## config.mk

```make
export PLATFORM = sky130hd
export DESIGN_NAME = bounded_counter
export DESIGN_NICKNAME = d
export VERILOG_FILES = /design/src/rtl/bounded_counter.sv
export SDC_FILE = /design/constraint.sdc
export NUM_CORES = 1
export LEC_CHECK = 0
export CORE_MARGIN = 4
export CORE_UTILIZATION = 45
export CTS_CLUSTER_DIAMETER = 150
export DETAILED_ROUTE_END_ITERATION = 8
export PLACE_DENSITY = 0.72
export SYNTH_ARGS = -nofsm -noshare
export SYNTH_HDL_FRONTEND = slang
export SYNTH_SLANG_ARGS = --single-unit
export TNS_END_PERCENT = 20
```

## constraint.sdc

```tcl
create_clock -name clk -period 3 [get_ports clk]
set_input_delay 0.75 -clock clk [delete_from_list [all_inputs] [get_ports clk]]
set_output_delay 0.75 -clock clk [all_outputs]
set_load 0.1 [all_outputs]
```

## src/rtl/bounded_counter.sv

```systemverilog
`default_nettype none
// ============================================================================
//  Module   : bounded_counter
//  Purpose  : Parametrised counter running between MIN_VAL and MAX_VAL in
//             steps of STEP. Supports up/down counting and three behaviours
//             at a bound: saturate (stop), wrap and bounce. Also provides
//             synchronous load/clear and a one-cycle terminal-count pulse.
//  Ports    : clk      - rising-edge clock
//             rst_n    - asynchronous active-low reset
//             en       - step enable (only honoured while running)
//             start    - IDLE/DONE -> RUN, latches dir and mode
//             dir      - 1 = up, 0 = down
//             mode     - 00 saturate, 01 wrap, 10 bounce, 11 as 00
//             load     - synchronous load of clamped load_val
//             load_val - value to load
//             clr      - synchronous clear to MIN_VAL / IDLE
//             q        - registered count value
//             tc       - registered terminal-count pulse
//             busy     - high while running
//  Revision : 1.0 - initial release
// ============================================================================
module bounded_counter #(
    parameter int WIDTH   = 4,
    parameter int MIN_VAL = 2,
    parameter int MAX_VAL = 10,
    parameter int STEP    = 1
) (
    input  logic             clk,
    input  logic             rst_n,
    input  logic             en,
    input  logic             start,
    input  logic             dir,
    input  logic [1:0]       mode,
    input  logic             load,
    input  logic [WIDTH-1:0] load_val,
    input  logic             clr,
    output logic [WIDTH-1:0] q,
    output logic             tc,
    output logic             busy
);

    localparam logic [WIDTH-1:0] c_min    = WIDTH'(MIN_VAL);
    localparam logic [WIDTH-1:0] c_max    = WIDTH'(MAX_VAL);
    localparam logic [WIDTH:0]   c_max_x  = (WIDTH+1)'(MAX_VAL);
    localparam logic [WIDTH:0]   c_step_x = (WIDTH+1)'(STEP);
    // Smallest value from which a full down step stays in range.
    localparam logic [WIDTH:0]   c_dn_lim = (WIDTH+1)'(MIN_VAL + STEP);

    typedef enum logic [1:0] {
        ST_IDLE = 2'd0,
        ST_RUN  = 2'd1,
        ST_DONE = 2'd2
    } state_t;

    state_t           r_state, w_state_nxt;
    logic [WIDTH-1:0] r_q, w_q_nxt;
    logic             r_tc, w_tc_nxt;
    logic             r_dir_up, w_dir_up_nxt;
    logic [1:0]       r_mode, w_mode_nxt;

    logic [WIDTH:0]   w_up_sum;
    logic [WIDTH:0]   w_dn_diff;
    logic             w_up_ok;
    logic             w_dn_ok;
    logic             w_wrap;
    logic             w_bounce;
    logic [WIDTH-1:0] w_load_clamped;

    // Arithmetic is done one bit wider so the bound tests never overflow.
    assign w_up_sum  = {1'b0, r_q} + c_step_x;
    assign w_dn_diff = {1'b0, r_q} - c_step_x;
    assign w_up_ok   = (w_up_sum <= c_max_x);
    assign w_dn_ok   = ({1'b0, r_q} >= c_dn_lim);

    // Mode 11 decodes to neither, so it falls through to saturate.
    assign w_wrap   = (r_mode == 2'b01);
    assign w_bounce = (r_mode == 2'b10);

    always_comb begin
        if (load_val < c_min)
            w_load_clamped = c_min;
        else if (load_val > c_max)
            w_load_clamped = c_max;
        else
            w_load_clamped = load_val;
    end

    always_ff @(posedge clk or negedge rst_n) begin
        if (!rst_n) begin
            r_state  <= ST_IDLE;
            r_q      <= c_min;
            r_tc     <= 1'b0;
            r_dir_up <= 1'b1;
            r_mode   <= 2'b00;
        end else begin
            r_state  <= w_state_nxt;
            r_q      <= w_q_nxt;
            r_tc     <= w_tc_nxt;
            r_dir_up <= w_dir_up_nxt;
            r_mode   <= w_mode_nxt;
        end
    end

    // Priority: clr > load > start > step.
    always_comb begin
        w_state_nxt  = r_state;
        w_q_nxt      = r_q;
        w_tc_nxt     = 1'b0;
        w_dir_up_nxt = r_dir_up;
        w_mode_nxt   = r_mode;

        if (clr) begin
            w_q_nxt     = c_min;
            w_state_nxt = ST_IDLE;
        end else if (load) begin
            w_q_nxt      = w_load_clamped;
            w_dir_up_nxt = dir;
            if (r_state == ST_DONE)
                w_state_nxt = ST_IDLE;
        end else if (start && (r_state != ST_RUN)) begin
            w_state_nxt  = ST_RUN;
            w_dir_up_nxt = dir;
            w_mode_nxt   = mode;
        end else if ((r_state == ST_RUN) && en) begin
            if (r_dir_up) begin
                if (w_up_ok) begin
                    w_q_nxt = w_up_sum[WIDTH-1:0];
                end else begin
                    w_tc_nxt = 1'b1;
                    if (w_wrap) begin
                        w_q_nxt = c_min;
                    end else if (w_bounce) begin
                        w_q_nxt      = c_max;
                        w_dir_up_nxt = 1'b0;
                    end else begin
                        w_q_nxt     = c_max;
                        w_state_nxt = ST_DONE;
                    end
                end
            end else begin
                if (w_dn_ok) begin
                    w_q_nxt = w_dn_diff[WIDTH-1:0];
                end else begin
                    w_tc_nxt = 1'b1;
                    if (w_wrap) begin
                        w_q_nxt = c_max;
                    end else if (w_bounce) begin
                        w_q_nxt      = c_min;
                        w_dir_up_nxt = 1'b1;
                    end else begin
                        w_q_nxt     = c_min;
                        w_state_nxt = ST_DONE;
                    end
                end
            end
        end
    end

    assign q    = r_q;
    assign tc   = r_tc;
    assign busy = (r_state == ST_RUN);

endmodule
`default_nettype wire
```

### Word-level counts from Yosys, hierarchy flattened

Index checks and enable logic that the tools add are counted.

* bits in registers: 10
* bits in latches: 0
* RAM bits: 0
* bits in read-only memories: 0
* input port bits: 13
* word-level logic and storage cells: 69
* memories: 0

* add/subtract/negate cells: 2
* $mul: 0
* div/mod/pow operators: 0
* order comparisons: 4
* equality and inequality tests: 9
* shifts and indexed selects: 0
* muxes and demuxes: 38
* bitwise operators: 2
* reduce and logical (&&, ||, !) cells: 9

Operators by type and width (number)
* 4-bit 2-to-1 mux: 11
* 2-bit 2-to-1 mux: 10
* 1-bit 2-to-1 mux: 17
* 5-bit by 4-bit != test with 1-bit output (second input constant): 2
* 3-bit nonzero test: 2
* 4-bit by 1-bit adder with 5-bit output (second input constant): 1
* 5-bit by 4-bit <= comparator with 1-bit output (second input constant): 1
* 2-bit by 1-bit == test with 1-bit output (second input constant): 2
* 2-bit == test (second input constant): 2
* 4-bit by 2-bit >= comparator with 1-bit output (second input constant): 1
* 4-bit > comparator (second input constant): 1
* 4-bit by 2-bit < comparator with 1-bit output (second input constant): 1
* 2-bit AND reduction: 2
* 4-bit AND reduction: 1
* 4-bit nonzero test: 1
* 4-bit by 1-bit subtractor with 4-bit output (second input constant): 1
* 3-bit by 1-bit != test with 1-bit output (second input constant): 1
* 3-bit != test (second input constant): 1
* 3-bit AND reduction: 1
* 1-bit logical AND: 2
* 2-bit by 1-bit != test with 1-bit output (second input constant): 1
* 1-bit inverter: 2

### Logic depth before layout (Yosys ltp)

* depth in word-level cells: 9
* gate-level depth with buffers: 7

### Least setup slack after synthesis

Ideal clock, no wire load.

* path type: register -> register
* start point: register r_q[0], in the netlist q[0]
* end point: register r_state[0]
* library setup time: 0.087 ns
* arrival time: 2.326 ns
* required time: 2.913 ns
* slack: 0.587 ns
* cell stages (with the launch flop): 8
* path buffers: 0
* period minus slack after synthesis: 2.413 ns
* cells stage by stage: dfrtp_1 -> inv_1 -> ha_1 -> nor2b_1 -> o2111ai_1 -> o41ai_1 -> or2_1 -> a211oi_2

* longest elaborated chain between the ends: 4
* elaborated cells between the ends (all ways): 6
* classes of those cells: add/sub: 1; order compare: 2; eq/ne: 2; reduce/logical: 1

RTL lines
* from (decl): line 56 `logic [WIDTH-1:0] r_q, w_q_nxt;`
* from (signal assigned): line 91 `r_q <= c_min;`
* from (signal assigned): line 97 `r_q <= w_q_nxt;`
* 4-bit by 1-bit adder with 5-bit output: line 70 `assign w_up_sum = {1'b0, r_q} + c_step_x;`
* 5-bit by 4-bit <= comparator with 1-bit output: line 72 `assign w_up_ok = (w_up_sum <= c_max_x);`
* 5-bit by 4-bit != test with 1-bit output (no source line)
* 4-bit AND reduction (no source line) (*)
* to (signal assigned): line 96 `r_state <= w_state_nxt;`
* to (decl): line 55 `state_t r_state, w_state_nxt;`

Mark *: on every way between the ends. The rest lies on a longest branch, timed or not.
A chain may end at the register's enable or synchronous reset.

### Worst setup path in the final report

* start point: register r_q[1], in the netlist q[1]
* end point: register r_state[1]

The elaborated chain is that of the path after synthesis.

==> summary.txt <==
Critical path
  – CP Data Required Time: 3.16 ns
  – Crit path DAT: 2.28 ns
  – CP Launch Type: flop
  – Crit. End Element: flop
  – Critical path class: flop to flop
  – Max FO, Critical Path: 12

Layout
  – Final Cell Area: 1070 sq um
  – Antenna diodes: 0
  – # fillers: 155
  – Area Overhead vs Synth: 21.7%
  – Share of cells above drive strength 1: 18.5%
  – Nets: 136

Synth
  – Cell count after synthesis: 103
  – Cell area after synthesis: 881 sq um
  – Synth warn: 0
  – Top post-synthesis cells by count: a21oi_1 (9), dfrtp_1 (8), inv_1 (8)
  – Top cells by area, synth: dfrtp_1 (23%), dfstp_2 (6.0%), a21oi_1 (5.1%)
  – Seq/Total Area, Yosys: 28.7%
  – EDFF count, synth: 0
  – Syn nets: 119
  – Average size of a mapped cell: 8.55 sq um
  – Cell taking the most area after synthesis: dfrtp_1
  – Synth top area share: 22.7%
  – Share of synthesized flip-flops with an asynchronous set or reset: 100%
  – Top-count cell post-synth: a21oi_1
  – Count of cell types in the netlist: 45
  – Register bit total from synthesis: 10
  – Main synth FF type: dfrtp_1

Timing
  – Slew Limit Fails: 0
  – Top achievable clock speed: 474 MHz
  – Slew @ Worst Pin: 0.498 ns
  – Tcrit/Tclk final: 70.4%
  – Rel. slew slack: 66.8%
  – Final Hold Vio Count: 0
  – Setup TNS Final: 0 ns
  – Hold Worst Slack: 0.554 ns
  – Final setup vio count: 0
  – Min Clock Period, post-route: 2.11 ns
  – RSZ-0062 raised after global routing: false
  – Post-Route Skew: 0.00586 ns

Clock tree
  – Htree depth: 1
  – Post-CTS setup buffers: 0
  – CTS Buf Count: 3
  – Post_cts resized: 0
  – Clock sinks: 10
  – TritonCTS clock tree: yes
  – Root buf cell: clkbuf_4
  – CTS clock-pin slew for the worst setup and hold paths: 0.06 ns
  – Clock buffer depth: 2
  – Hold-fix buffers at CTS: 0
  – Clock Latency Late Sink: 0.27 ns

Pwr
  – Sw frac: 37.6%
  – Maximum VDD drop: 0.000270 V
  – Cell area power density: 438 nW/um^2
  – Comb pwr share: 37.0%
  – Pleak: 0.433 nW
  – Power, Total: 469 uW
  – Register share of total power: 37.0%
  – P_sw: 176 uW
  – Cell Int Power: 293 uW
  – Clock group share of total power: 26.0%

Worst hold path
  – Tightest Hold Check Type: flop to flop

Floorplanning
  – Row count: 15
  – Core area: 1780 sq um
  – Die height: 52.2 um
  – Die width: 52.2 um
  – Initial Utilization: 49.4%
  – Num ports: 19
  – Die area: 2730 sq um

Global route
  – Overflow after GRT: 0
  – Initial antenna violation count: 0
  – First-pass GRT wire length: 3590 um
  – Vias in the first global route: 819
  – Largest net degree at the start of global routing: 17
  – Total GRT Usage: 16.9%

Route
  – First DRT Iteration DRCs: 26
  – Post-DR wirelength/cell: 14.7 um
  – DR vias/cell: 5.94
  – Antenna-violating nets left: 0
  – DRC violations left: 0
  – Routed vias: 856
  – DR pass1 iterations: 4
  – Final WL: 2110 um

Placement
  – Placer Congestion: 0.871
  – Dpl hpwl: 1610 um
  – DP Area: 1040 sq um
  – I/O Buffers: 18

Status
  – Status: completed

Flow run
  – Max-cap viol count: 0
-- final timing paths --
kind / from / end / slack (ns) / cells past startpoint
setup / recovery: q[1]$_DFFE_PN1P_ / r_state[1]$_DFFE_PN0P_ / 0.89 / 6
hold / removal: q[1]$_DFFE_PN1P_ / q[1]$_DFFE_PN1P_ / 0.55 / 2
setup reg to reg: q[1]$_DFFE_PN1P_ / r_state[1]$_DFFE_PN0P_ / 0.89 / 6
hold reg to reg: q[1]$_DFFE_PN1P_ / q[1]$_DFFE_PN1P_ / 0.55 / 2
max in group asynchronous: rst_n / q[1]$_DFFE_PN1P_ / 1.86 / 1
min in group asynchronous: rst_n / q[3]$_DFFE_PN0P_ / 0.79 / 1
-- cells in the final DEF, fill, tap and decap left out, drive strengths merged, types with 4 or more instances in the layout --
cell type	synthesis	final
nand2	6	6
clkbuf	3	4
nor2	6	6
a21oi	10	10
buf	3	6
o21ai	4	4
clkdlybuf4s50	0	12
inv	8	8
nor3	4	4
dfrtp	8	8
nand2b	4	4
-- per-layer routing --
layer  part of all wire [%]  global-route usage, %
met1                     46                   22.7
met2                     47                   27.6
met3                    5.4                   3.13
met4                    1.2                   4.68
met5                      0                      0
-- per-stage QoR --
| stage | utilization [%] | cells | worst slack (ns) |
|---|---|---|---|
| global route | 60.1 | 144 | 0.711 |
| global placement | 58.1 | 140 | 0.746 |
| finish | 60.1 | 144 | 0.888 |
| floorplan | - | 103 | 0.587 |
| CTS | 60.1 | 144 | 0.895 |
| detailed placement | 58.1 | 140 | 0.674 |
-- cell families (layout without fill, tap and decap cells) --
kind of cell / count (synthesis) / count (layout) / synth area share (%)
AOI/OAI and AO/OA: 30 / 30 / 24.3
xor gates and xnor gates: 3 / 3 / 2.98
adders and majority gates: 3 / 3 / 4.26
buffers and inverters: 14 / 30 / 8.10
DFF: 10 / 10 / 28.7
muxes: 3 / 3 / 4.26
and+or+nand+nor: 40 / 40 / 27.4
-- state kept, by name, summed over array words and instances (netlist names) --
name and count:
q 4, r_mode 2, r_state 2, r_dir_up 1, tc 1
-- critical path, cell delays in order (launching register included) --
cell	delay (ns)
dfstp_2	0.61
ha_1	0.46
or2_1	0.18
a21oi_2	0.07
nor4b_2	0.31
nor2_1	0.11
o31ai_1	0.26
-- cell type report --
cell class              count  area (sq um)  area share (%)
clock buffers               4          36.3            3.38
inverters                   8          30.0            2.80
multi-input cells          79           557            51.9
flip-flops and latches     10           253            23.6
well taps                  25          31.3            2.92
repair buffers             18           165            15.4
-- power groups by stage --
stage                     sequential (mW)  combinational, mW  clock [mW]
after floorplan                     0.191              0.111           0
after global placement              0.175              0.170           0
after detailed placement            0.176              0.172           0
after CTS                           0.173              0.173       0.124
after global routing                0.177              0.187       0.132
final                               0.174              0.174       0.122
No activity file was read; power rests on OpenSTA's default activity.
